$ cat config.mk
export PLATFORM = sky130hd
export DESIGN_NAME = bit_io_scan
export DESIGN_NICKNAME = d
export VERILOG_FILES = /design/src/rtl/bit_io_scan.sv
export SDC_FILE = /design/constraint.sdc
export NUM_CORES = 1
export LEC_CHECK = 0
export ABC_AREA = 1
export CAP_MARGIN = 20
export CORE_MARGIN = 3
export CORE_UTILIZATION = 28
export DETAILED_ROUTE_END_ITERATION = 7
export PLACE_DENSITY = 0.52
export SKIP_LAST_GASP = 1
export SLEW_MARGIN = 20
export SYNTH_ARGS = -nofsm -noshare
export SYNTH_HDL_FRONTEND = slang
export SYNTH_SLANG_ARGS = --single-unit
$ cat constraint.sdc
create_clock -name clk -period 2.8 [get_ports clk]
set_clock_uncertainty 0.2 [all_clocks]
set_input_delay 0.42 -clock clk [delete_from_list [all_inputs] [get_ports clk]]
set_output_delay 0.42 -clock clk [all_outputs]
set_load 0.005 [all_outputs]
$ cat src/rtl/bit_io_scan.sv
// rtl/bit_io_scan.sv - scans synchronized input pins into bit-RAM and refreshes output pins from it
module bit_io_scan #(
    parameter int AWIDTH   = 8,
    parameter int N_IN     = 16,
    parameter int N_OUT    = 16,
    parameter int IN_BASE  = 0,
    parameter int OUT_BASE = 16
) (
    input  logic              clk,
    input  logic              rst,
    input  logic              scan_start,
    output logic              scan_busy,
    output logic              scan_done,
    input  logic [N_IN-1:0]   in_pins,
    output logic [N_OUT-1:0]  out_pins,
    output logic [AWIDTH-1:0] ram_rd_address,
    input  logic              ram_rd_data,
    output logic [AWIDTH-1:0] ram_wr_address,
    output logic              ram_wr_data,
    output logic              ram_wr_we
);

    localparam int NMAX = (N_IN > N_OUT) ? N_IN : N_OUT;
    localparam int CW   = $clog2(NMAX + 1);
    localparam longint ASPACE = longint'(1) << AWIDTH;

    if (longint'(IN_BASE) + longint'(N_IN) > ASPACE) begin : g_in_range_bad
        $error("bit_io_scan: input image exceeds bit-RAM address space");
    end
    if (longint'(OUT_BASE) + longint'(N_OUT) > ASPACE) begin : g_out_range_bad
        $error("bit_io_scan: output image exceeds bit-RAM address space");
    end
    if ((IN_BASE < OUT_BASE + N_OUT) && (OUT_BASE < IN_BASE + N_IN)) begin : g_overlap_bad
        $error("bit_io_scan: input and output images overlap");
    end

    typedef enum logic [2:0] {IDLE, IN_WR, OUT_RD, OUT_LAST, DONE} state_t;

    state_t            state;
    logic [N_IN-1:0]   sync1;
    logic [N_IN-1:0]   sync2;
    logic [N_IN-1:0]   snapshot;
    logic [N_OUT-1:0]  shadow;
    logic [N_OUT-1:0]  shadow_last;
    logic [CW-1:0]     cnt;

    // Final shadow image including the bit still arriving from the RAM this cycle.
    always_comb begin
        shadow_last            = shadow;
        shadow_last[N_OUT-1]   = ram_rd_data;
    end

    always_ff @(posedge clk) begin
        if (rst) begin
            state          <= IDLE;
            sync1          <= '0;
            sync2          <= '0;
            snapshot       <= '0;
            shadow         <= '0;
            cnt            <= '0;
            out_pins       <= '0;
            scan_busy      <= 1'b0;
            scan_done      <= 1'b0;
            ram_wr_we      <= 1'b0;
            ram_wr_data    <= 1'b0;
            ram_wr_address <= '0;
            ram_rd_address <= '0;
        end else begin
            sync1     <= in_pins;
            sync2     <= sync1;
            scan_done <= 1'b0;
            case (state)
                IDLE: begin
                    if (scan_start) begin
                        snapshot       <= sync2;
                        cnt            <= '0;
                        scan_busy      <= 1'b1;
                        ram_wr_we      <= 1'b1;
                        ram_wr_address <= AWIDTH'(IN_BASE);
                        ram_wr_data    <= sync2[0];
                        state          <= IN_WR;
                    end
                end
                IN_WR: begin
                    if (cnt == CW'(N_IN - 1)) begin
                        ram_wr_we      <= 1'b0;
                        cnt            <= '0;
                        ram_rd_address <= AWIDTH'(OUT_BASE);
                        state          <= OUT_RD;
                    end else begin
                        cnt            <= cnt + 1'b1;
                        ram_wr_address <= ram_wr_address + 1'b1;
                        ram_wr_data    <= snapshot[cnt + 1'b1];
                    end
                end
                OUT_RD: begin
                    // Read data lags the address by one cycle.
                    if (cnt != '0) begin
                        shadow[cnt - 1'b1] <= ram_rd_data;
                    end
                    if (cnt == CW'(N_OUT - 1)) begin
                        state <= OUT_LAST;
                    end else begin
                        cnt            <= cnt + 1'b1;
                        ram_rd_address <= ram_rd_address + 1'b1;
                    end
                end
                OUT_LAST: begin
                    shadow    <= shadow_last;
                    out_pins  <= shadow_last;
                    scan_done <= 1'b1;
                    state     <= DONE;
                end
                DONE: begin
                    scan_busy <= 1'b0;
                    state     <= IDLE;
                end
                default: state <= IDLE;
            endcase
        end
    end

endmodule
Word-level counts from Yosys, hierarchy flattened. Cells that the tools add are included.

Register bits: 108. Output and inout port bits: 36. Input port bits: 20. Logic and storage cells: 79.

Reductions and logical operators: 17. $lt $le $gt $ge: 3. Multiplexer cells: 29. Equality and inequality tests: 11. Add/sub/neg operators: 4. Bitwise gates (word level): 1.

Operators with widths (number): $mux W8 (4); $pmux W16 S2 (1); $pmux W8 S2 (2); $reduce_and A3 Y1 (6); $add A8 B1 Y8 const B (2); $bwmux W16 (1); $mux W16 (1); $mux W5 (3); $pmux W5 S3 (1); $ne A2 B2 Y1 const B (6); $pmux W3 S4 (1); $lt A5 B5 Y1 const B (2); $mux W3 (3); $reduce_bool A2 Y1 (4); $mux W1 (7); $eq A3 B2 Y1 const B (2); $pmux W1 S2 (3); $reduce_and A2 Y1 (3); $add A5 B1 Y5 const B (1); $eq A5 B4 Y1 const B (1); $ge A5 B1 Y1 const B (1); $reduce_bool A5 Y1 (1); $sub A5 B1 Y5 const B (1); $bmux W1 S4 (1); other kinds (7) (7).

Longest topological paths before layout. Gate-level depths: netlist (run 1).

Word-level depth: 8. Gate-level depth with buffers: 13. Mapped depth without buffers: 12.

Least setup slack after synthesis (run 1). Ideal clock, no wire load.

Kind: flip-flop to flip-flop. From: register cnt[0]. To: register shadow[10]. Data required time: 2468 ps. Buffers on the path: 2. Stages on the path, launching flop included: 13. Setup slack: 654 ps. Library setup time: 132 ps. Clock period less this slack: 2146 ps. Arrival time: 1814 ps. Path through: dfxtp_1 > buf_2 > inv_2 > buf_2 > ha_1 > xnor2_2 > inv_1 > nor2_2 > nand2_1 > nand2_1 > nand2_1 > nand2_1 > a21oi_1.

Cells in the longest elaborated chain, start to end: 8. Elaborated cells between the ends (all ways): 11. Those cells by class: add/sub: 1; order compare: 2; mux: 5; reduce/logical: 3.

RTL lines: from (decl) (RTL line 45) `logic [CW-1:0] cnt;`; from (signal assigned) (RTL line 91) `cnt <= cnt + 1'b1;`; from (signal assigned) (RTL line 104) `cnt <= cnt + 1'b1;`; $sub A5 B1 Y5 (RTL line 99) `shadow[cnt - 1'b1] <= ram_rd_data;`; $ge A5 B1 Y1 (implied by the code) / $lt A5 B5 Y1 (equally long branches) (RTL line 99); $logic_and A1 B1 Y1 (implied by the code) (RTL line 99); $mux W1 (implied by the code) (RTL line 99); $demux W1 S4 (RTL line 99); $bwmux W16 (RTL line 99); $mux W16 (RTL line 98) `if (cnt != '0) begin`; $pmux W16 S2 (RTL line 72) `case (state)`; to (signal, indexed assignment) (RTL line 99); to (signal assigned) (RTL line 109) `shadow <= shadow_last;`; to (decl) (RTL line 43) `logic [N_OUT-1:0] shadow;`.

Parallel ways exist; a longest one is shown, timed or not. The select of a mux whose other input is x is not followed. A chain may end at the register's enable or synchronous reset.

Worst setup path in the final report (run 1).
From: register cnt[0]. To: register shadow[2].

Same word-level chain as after synthesis.

==> metrics.md, run 1 <==
| Metric | Value |
|---|---|
| Result of the run | finished, final reports clean |
| Number of synthesis warnings | 0 |
| Top Family by Delay on Critical Path | simple AND/OR/NAND/NOR gates |
| Arrival @ worst endpoint | 2.21 ns |
| CTS tree | yes |
| Hold Fails Final Rpt | 0 |
| Tightest Hold Check Type | reg -> reg |
| # nets final | 681 |
| Post-CTS Repair Setup Buffers | 0 |
| Number of remaining DRC errors | 0 |
| TritonCTS Sinks | 107 |
| Most used cells in the layout excluding fill and tap cells | sky130_fd_sc_hd__nand2_1, sky130_fd_sc_hd__dfxtp_1, sky130_fd_sc_hd__nor2_1, sky130_fd_sc_hd__inv_1, sky130_fd_sc_hd__clkdlybuf4s50_1 |
| Number of placed instances with taps included | 851 |
| Total vias in the final route | 3740 |
| Die span in y | 133 microns |
| Post-layout minimum cycle time | 2.18 ns |
| Average footprint of a synthesized cell | 7.49 sq um |
| Total inserted antenna cells | 0 |
| GRT Util Overall | 11.1% |
| Hold buffers post-CTS | 0 |
| Filler instances | 1592 |
| Maximum buffer depth of the clock tree | 2 |
| Initial Utilization | 29.1% |
| Die area | 17700 sq um |
| Number of nets in the synthesized netlist | 632 |
| Critical Path Max Stage Delay | 0.45 ns |
| Final worst-path setup slack | 0.622 ns |
| Maximum vdd ir drop | 0.384 mV |
| Synth top area cells | sky130_fd_sc_hd__dfxtp_1, sky130_fd_sc_hd__nand2_1, sky130_fd_sc_hd__nor2_1, sky130_fd_sc_hd__inv_1, sky130_fd_sc_hd__a21oi_1 |
| Maximum number of pins on one net before global-route repair | 35 |
| Unrepaired setup endpoints after global routing | no |
| Highest routing layer actually used | met4 |
| Initial antenna violation count | 0 |
| Post-Synthesis Cells | 602 |
| Post-synth EDFFs | 0 |
| Synthesized flop and latch total | 107 |
| Fraction of registers with async set/reset | 0% |
| Worst path most repeated cell | sky130_fd_sc_hd__nand2_1 |
| Clock power frac | 28.6% |
| Post-synthesis instance area | 4510 sq um |
| Post-synth top area share | 47.5% |
| # port buffers | 55 |
| Finish-stage setup viols | 0 |
| Number of DRC markers after the initial detailed-route iteration | 191 |
| Detailed Routing Iterations Pass 1 | 4 |
| Via count of the first global-routing pass | 3435 |
| Max-cap violations | 0 |
| Cell Pwr Density | 839 nW/um^2 |
| Detail-routed via count per cell | 4.31 |
| Cell internal power dissipation | 2.98 mW |
| Routed length on met3 | 401 microns |
| Sum of routed wire length over all layers | 9670 microns |
| Root buffer cell | sky130_fd_sc_hd__clkbuf_16 |
| CP Buf/Inv Count | 2 |
| Top_reg_cell synth | sky130_fd_sc_hd__dfxtp_1 |
| Crit. End Element | flip-flop |
| Portion of total power attributed to sequential cells | 39.0% |
| Fin Setup TNS | 0 ns |
| Routed metal-1 wire length | 4970 microns |
| Number of placement rows | 45 |
| Post-detailed-placement half-perimeter wirelength | 6710 microns |
| WL/cell | 11.1 microns |
| Core outline area | 15500 sq um |
| Count of cell types in the netlist | 33 |
| Smallest hold slack | 0.203 ns |
| Placed Area | 5260 sq um |
| Crit path required time | 2.83 ns |
| Grt total ovfl | 0 |
| Static power due to leakage | 2.36 nW |
| DRT antenna net count | 0 |
| Net Sw Power | 1.70 mW |
| Final GP Congestion | 0.777 |
| Finished Layout Cells | 867 |
| Relative max-transition margin | 68.7% |
| Number of buffers created by CTS | 9 |
| DR WL met2 | 4150 microns |
| Depth of the CTS H-tree | 3 |
| Final critical-path share of the clock period | 77.8% |
| IO Count | 56 |
| Slew Viols, Final | 0 |
| Non-Filler Cell Area, Final | 5580 sq um |
| Number of instances resized during post-cts repair | 0 |
| X dimension of the die | 133 microns |
| Leading cell type in the layout, fill and taps excluded | sky130_fd_sc_hd__nand2_1 |
| Highest clock frequency the design can meet | 459 MHz |
| Ordered cell list for the critical path | inv_2 -> ha_1 -> xnor2_2 -> inv_1 -> nor2_2 -> nand2_1 -> nand2_1 -> nand2_1 -> nand2_1 -> a21oi_1 |
| Synth-to-layout area growth | 23.8% |
| Clk Latency, worst-skew pair | 0.36 ns |
| Part of the Yosys area used for sequential elements | 47.5% |
| Cell with the largest stage delay on the worst path | sky130_fd_sc_hd__dfxtp_1 |
| Reg clk slew, reported paths | 0.08 ns |
| Kind of start point of the critical path | flip-flop |
| Share of post-route cells with drive strength above 1 | 9.45% |
| Sw frac | 36.4% |
| Pre-CTS worst setup slack | 0.646 ns |
| Yosys top cell by area | sky130_fd_sc_hd__dfxtp_1 |
| Worst Path Max Fanout | 16 |
| Wire length of the first global-routing pass | 16200 microns |
| Setup Crit Path Kind | reg -> reg |
| Share of total power in combinational logic | 32.4% |
| Slew of the pin with the lowest slew margin | 0.468 ns |
[registers in the layout, indices dropped and copies added (netlist names)]
name	count
scan_busy	1
ram_wr_data	1
sync2	16
ram_wr_address	8
shadow	15
ram_rd_address	8
sync1	16
scan_done	1
state	3
cnt	5
out_pins	16
ram_wr_we	1
snapshot	16
[metrics by stage]
stage / total power, mW / util [%]
finish: 4.68 / 36.0
global route: 5.03 / 36.0
CTS: 4.74 / 36.0
detailed placement: 3.38 / 34.0
global placement: 3.35 / 34.0
floorplan: 2.93 / -
[synthesized netlist by cell type (2+ instances only)]
| cell | instances |
|---|---|
| sky130_fd_sc_hd__nor2_1 | 80 |
| sky130_fd_sc_hd__nand2_4 | 2 |
| sky130_fd_sc_hd__inv_1 | 71 |
| sky130_fd_sc_hd__ha_1 | 10 |
| sky130_fd_sc_hd__nor2_2 | 10 |
| sky130_fd_sc_hd__a211oi_1 | 2 |
| sky130_fd_sc_hd__nand3_2 | 2 |
| sky130_fd_sc_hd__clkbuf_1 | 14 |
| sky130_fd_sc_hd__nand3_1 | 43 |
| sky130_fd_sc_hd__xnor2_1 | 3 |
| sky130_fd_sc_hd__nand2_1 | 114 |
| sky130_fd_sc_hd__nand2_2 | 5 |
| sky130_fd_sc_hd__xor2_1 | 5 |
| sky130_fd_sc_hd__o21ai_0 | 40 |
| sky130_fd_sc_hd__inv_2 | 10 |
| sky130_fd_sc_hd__nor3_4 | 2 |
| sky130_fd_sc_hd__nand4_1 | 3 |
| sky130_fd_sc_hd__dfxtp_1 | 107 |
| sky130_fd_sc_hd__nor2_4 | 3 |
| sky130_fd_sc_hd__a21oi_1 | 53 |
| sky130_fd_sc_hd__buf_2 | 7 |
| sky130_fd_sc_hd__nor3_1 | 5 |
[tightest hold or removal path, cell delays in order, from the launching register on]
cell and delay (ns):
sky130_fd_sc_hd__dfxtp_1 0.30, sky130_fd_sc_hd__inv_1 0.04, sky130_fd_sc_hd__nor2_1 0.03
[worst paths after layout]
path                            endpoint  slack, ns                  from  cells past startpoint
setup / recovery  shadow[2]$_SDFFE_PP0P_       0.62   cnt[0]$_SDFFE_PP0P_                     10
hold / removal      sync2[12]$_SDFF_PP0_       0.20  sync1[12]$_SDFF_PP0_                      2
setup reg to reg  shadow[2]$_SDFFE_PP0P_       0.62   cnt[0]$_SDFFE_PP0P_                     10
hold reg to reg     sync2[12]$_SDFF_PP0_       0.20  sync1[12]$_SDFF_PP0_                      2
[cell families after synthesis]
family / count (synthesis) / share of synthesized area [%]
XOR/XNOR: 9 / 1.92
adder cells (fa/ha/maj): 10 / 2.78
AND/OR/NAND/NOR: 272 / 27.2
AO/OA/AOI/OAI: 99 / 11.4
buffers and inverters: 105 / 9.19
flip-flops: 107 / 47.5
[final cells by class]
type                            instances  area, sq um  share of cell area [%]
Multi-Input combinational cell        390         1950                    35.0
Clock buffer                            9          225                    4.04
Tap cell                              211          264                    4.73
Timing Repair Buffer                   62          598                    10.7
Clock inverter                          7         93.8                    1.68
Inverter                               81          304                    5.45
Sequential cell                       107         2140                    38.4
[per-layer routing]
metal	vias to the layer above	track usage (%)
met5	-	0
met2	54	16.8
met4	0	3.93
met1	1693	14.9
met3	8	3.73
li1	1985	-
[power groups by stage]
stage	combinational, mW	clock [mW]	sequential [mW]
global route	1.74	1.44	1.85
finish	1.51	1.34	1.83
detailed placement	1.52	0	1.86
floorplan	1.09	0	1.85
global placement	1.49	0	1.86
CTS	1.53	1.38	1.83
No activity file was read; power rests on OpenSTA's default activity.
==> inputs of run 2 (changes only) <==
clock period = 2.2 ns   (was 2.8 ns; I/O delays follow)
==> metrics.md, run 2 (synthesis gave the netlist of run 1 again) <==
| Metric | Value |
|---|---|
| Relative max-transition margin | 69.0% (+0.22 points) |
| Most used cells in the layout excluding fill and tap cells | sky130_fd_sc_hd__nand2_1, sky130_fd_sc_hd__dfxtp_1, sky130_fd_sc_hd__nor2_1, sky130_fd_sc_hd__inv_1, sky130_fd_sc_hd__clkdlybuf4s50_1 |
| Final critical-path share of the clock period | 91.4% (+14 points) |
| R2R Path Start | cnt[1]$_SDFFE_PP0P_ |
| Via count of the first global-routing pass | 3471 (+1.0%) |
| Hold Fails Final Rpt | 0 (unchanged) |
| Post-detailed-placement half-perimeter wirelength | 6660 microns (-0.73%) |
| Setup Crit Path Kind | reg -> reg |
| Number of instances on the worst hold path | 2 (unchanged) |
| X dimension of the die | 133 microns (unchanged) |
| IO Count | 56 (unchanged) |
| Post-layout minimum cycle time | 2.01 ns (-0.167 ns) |
| Total vias in the final route | 3703 (-0.99%) |
| Number of DRC markers after the initial detailed-route iteration | 147 (-23%) |
| TritonCTS Sinks | 107 (unchanged) |
| Maximum number of pins on one net before global-route repair | 37 (+5.7%) |
| Max-cap violations | 0 (unchanged) |
| Result of the run | finished, final reports clean |
| Number of buffers created by CTS | 9 (unchanged) |
| Cell with the largest stage delay on the worst path | sky130_fd_sc_hd__dfxtp_2 |
| Unrepaired setup endpoints after global routing | no |
| Kind of start point of the critical path | flip-flop |
| Wire length of the first global-routing pass | 16100 microns (-0.64%) |
| Initial antenna violation count | 0 (unchanged) |
| Maximum buffer depth of the clock tree | 2 (unchanged) |
| Maximum vdd ir drop | 0.408 mV (+6.3%) |
| Number of placement rows | 45 (unchanged) |
| Static power due to leakage | 2.40 nW (+1.3%) |
| Highest clock frequency the design can meet | 497 MHz (+8.3%) |
| Core outline area | 15500 sq um (unchanged) |
| Arrival @ worst endpoint | 2.05 ns (-0.16 ns) |
| Finish-stage setup viols | 0 (unchanged) |
| Detailed Routing Iterations Pass 1 | 4 (unchanged) |
| Worst Path Max Fanout | 9 (-7) |
| Worst reg2reg path depth | 11 (+1) |
| Fin Setup TNS | 0 ns (unchanged) |
| Crit path required time | 2.24 ns (-0.59 ns) |
| Number of remaining DRC errors | 0 (unchanged) |
| Worst R2R Setup Slack | 0.19 ns (-0.43 ns) |
| Slew of the pin with the lowest slew margin | 0.466 ns (-0.00276 ns) |
| Final design utilization | 36.5% (+0.44 points) |
| Ordered cell list for the critical path | ha_2 -> nand3_1 -> inv_1 -> ha_1 -> inv_1 -> nand2_4 -> nand3_4 -> nor3_4 -> nand3_1 -> nand2_1 -> nor2_1 |
| Die span in y | 133 microns (unchanged) |
| # nets final | 686 (+0.73%) |
| Cell Pwr Density | 1070 nW/um^2 (+27%) |
| Leading cell type in the layout, fill and taps excluded | sky130_fd_sc_hd__nand2_1 |
| Sum of routed wire length over all layers | 9290 microns (-3.8%) |
| Initial Utilization | 29.1% (unchanged) |
| Worst Min Path Start | sync1[6]$_SDFF_PP0_ |
| Depth of the CTS H-tree | 3 (unchanged) |
| Reg clk slew, reported paths | 0.07 ns (about the same) |
| WL/cell | 10.7 microns (-4.4%) |
| Share of post-route cells with drive strength above 1 | 10.6% (+1.1 points) |
| Reg2reg end | ram_rd_address[5]$_SDFFE_PP0P_ |
| Critical Path Max Stage Delay | 0.38 ns (-0.07 ns) |
| Root buffer cell | sky130_fd_sc_hd__clkbuf_16 |
| GRT Util Overall | 11.0% (-0.17 points) |
| Detail-routed via count per cell | 4.25 (-1.6%) |
| Crit. End Element | flip-flop |
| CTS tree | yes |
| Hold-critical path endpoint | sync2[6]$_SDFF_PP0_ |
| Grt total ovfl | 0 (unchanged) |
| Clk Latency, worst-skew pair | 0.35 ns (about the same) |
| Tightest Hold Check Type | reg -> reg |
| Total inserted antenna cells | 0 (unchanged) |
| DRT antenna net count | 0 (unchanged) |
| Final GP Congestion | 0.779 (+0.19%) |
| Die area | 17700 sq um (unchanged) |
| Slew Viols, Final | 0 (unchanged) |
| # port buffers | 55 (unchanged) |
| Synth-to-layout area growth | 25.3% |
run 2: layout make-up:
class / instances / area (sq um)
fillers: 1627 / 9840
flip-flops and latches: 107 / 2150
clock inverters: 6 / 101
inverters: 81 / 304
clock buffers: 10 / 229
well taps: 211 / 264
repair buffers: 67 / 648
multi-input cells: 390 / 1950
run 2: power by group:
group          internal [mW]  leakage (nW)  switching [mW]
clock                   1.01         0.156           0.731
combinational          0.741          1.36            1.23
sequential              2.19         0.876           0.139
run 2: per-stage QoR:
step           std cells  cell area, sq um  power [mW]  worst slack, ns  hold slack [ns]
6_report             872              5650        6.04            0.190            0.202
5_1_grt              872              5650        6.51           0.0114            0.214
4_1_cts              872              5640        6.12           0.0809            0.183
3_5_place_dp         856              5310        4.35           0.0848            0.193
3_3_place_gp         856              5310        4.33            0.167            0.197
2_1_floorplan        602              4510        3.73           0.0538            0.188
run 2: worst max-delay path by stage:
stage                              startpoint                              to  slack, ns  cells after the start
after floorplan           cnt[0]$_SDFFE_PP0P_         shadow[10]$_SDFFE_PP0P_       0.05                     12
after global placement    cnt[1]$_SDFFE_PP0P_  ram_rd_address[5]$_SDFFE_PP0P_       0.17                     11
after detailed placement  cnt[1]$_SDFFE_PP0P_  ram_rd_address[5]$_SDFFE_PP0P_       0.08                     11
after CTS                 cnt[1]$_SDFFE_PP0P_  ram_rd_address[5]$_SDFFE_PP0P_       0.08                     11
after global routing      cnt[1]$_SDFFE_PP0P_  ram_rd_address[5]$_SDFFE_PP0P_       0.01                     11
final                     cnt[1]$_SDFFE_PP0P_  ram_rd_address[5]$_SDFFE_PP0P_       0.19                     11
run 2: repair_timing:
item	in CTS	in global routing
buffers inserted	0	0
gates resized for setup	0	4
setup endpoints to repair	0	12
hold buffers	0	0
run 2: critical path, delay by kind of cell (launching register included):
| kind | cells | cell delay, ns |
|---|---|---|
| simple gates | 7 | 0.74 |
| fa+ha+maj | 2 | 0.42 |
| flops | 1 | 0.38 |
| buf+inv | 2 | 0.18 |
run 2: routing by layer:
| layer | up-vias | track usage [%] | wire length [microns] |
|---|---|---|---|
| met5 | - | 0 | 0 |
| met1 | 1648 | 14.5 | 4720 |
| met3 | 8 | 2.28 | 352 |
| met4 | 0 | 5.37 | 95 |
| li1 | 2001 | - | - |
| met2 | 46 | 17.0 | 4120 |
==> inputs of run 3 (changes only) <==
CAP_MARGIN = not set   (was 20)
SLEW_MARGIN = 5   (was 20)
==> results of run 3 <==
Same layout as run 2: the final DEF is identical, and so are final timing and power.
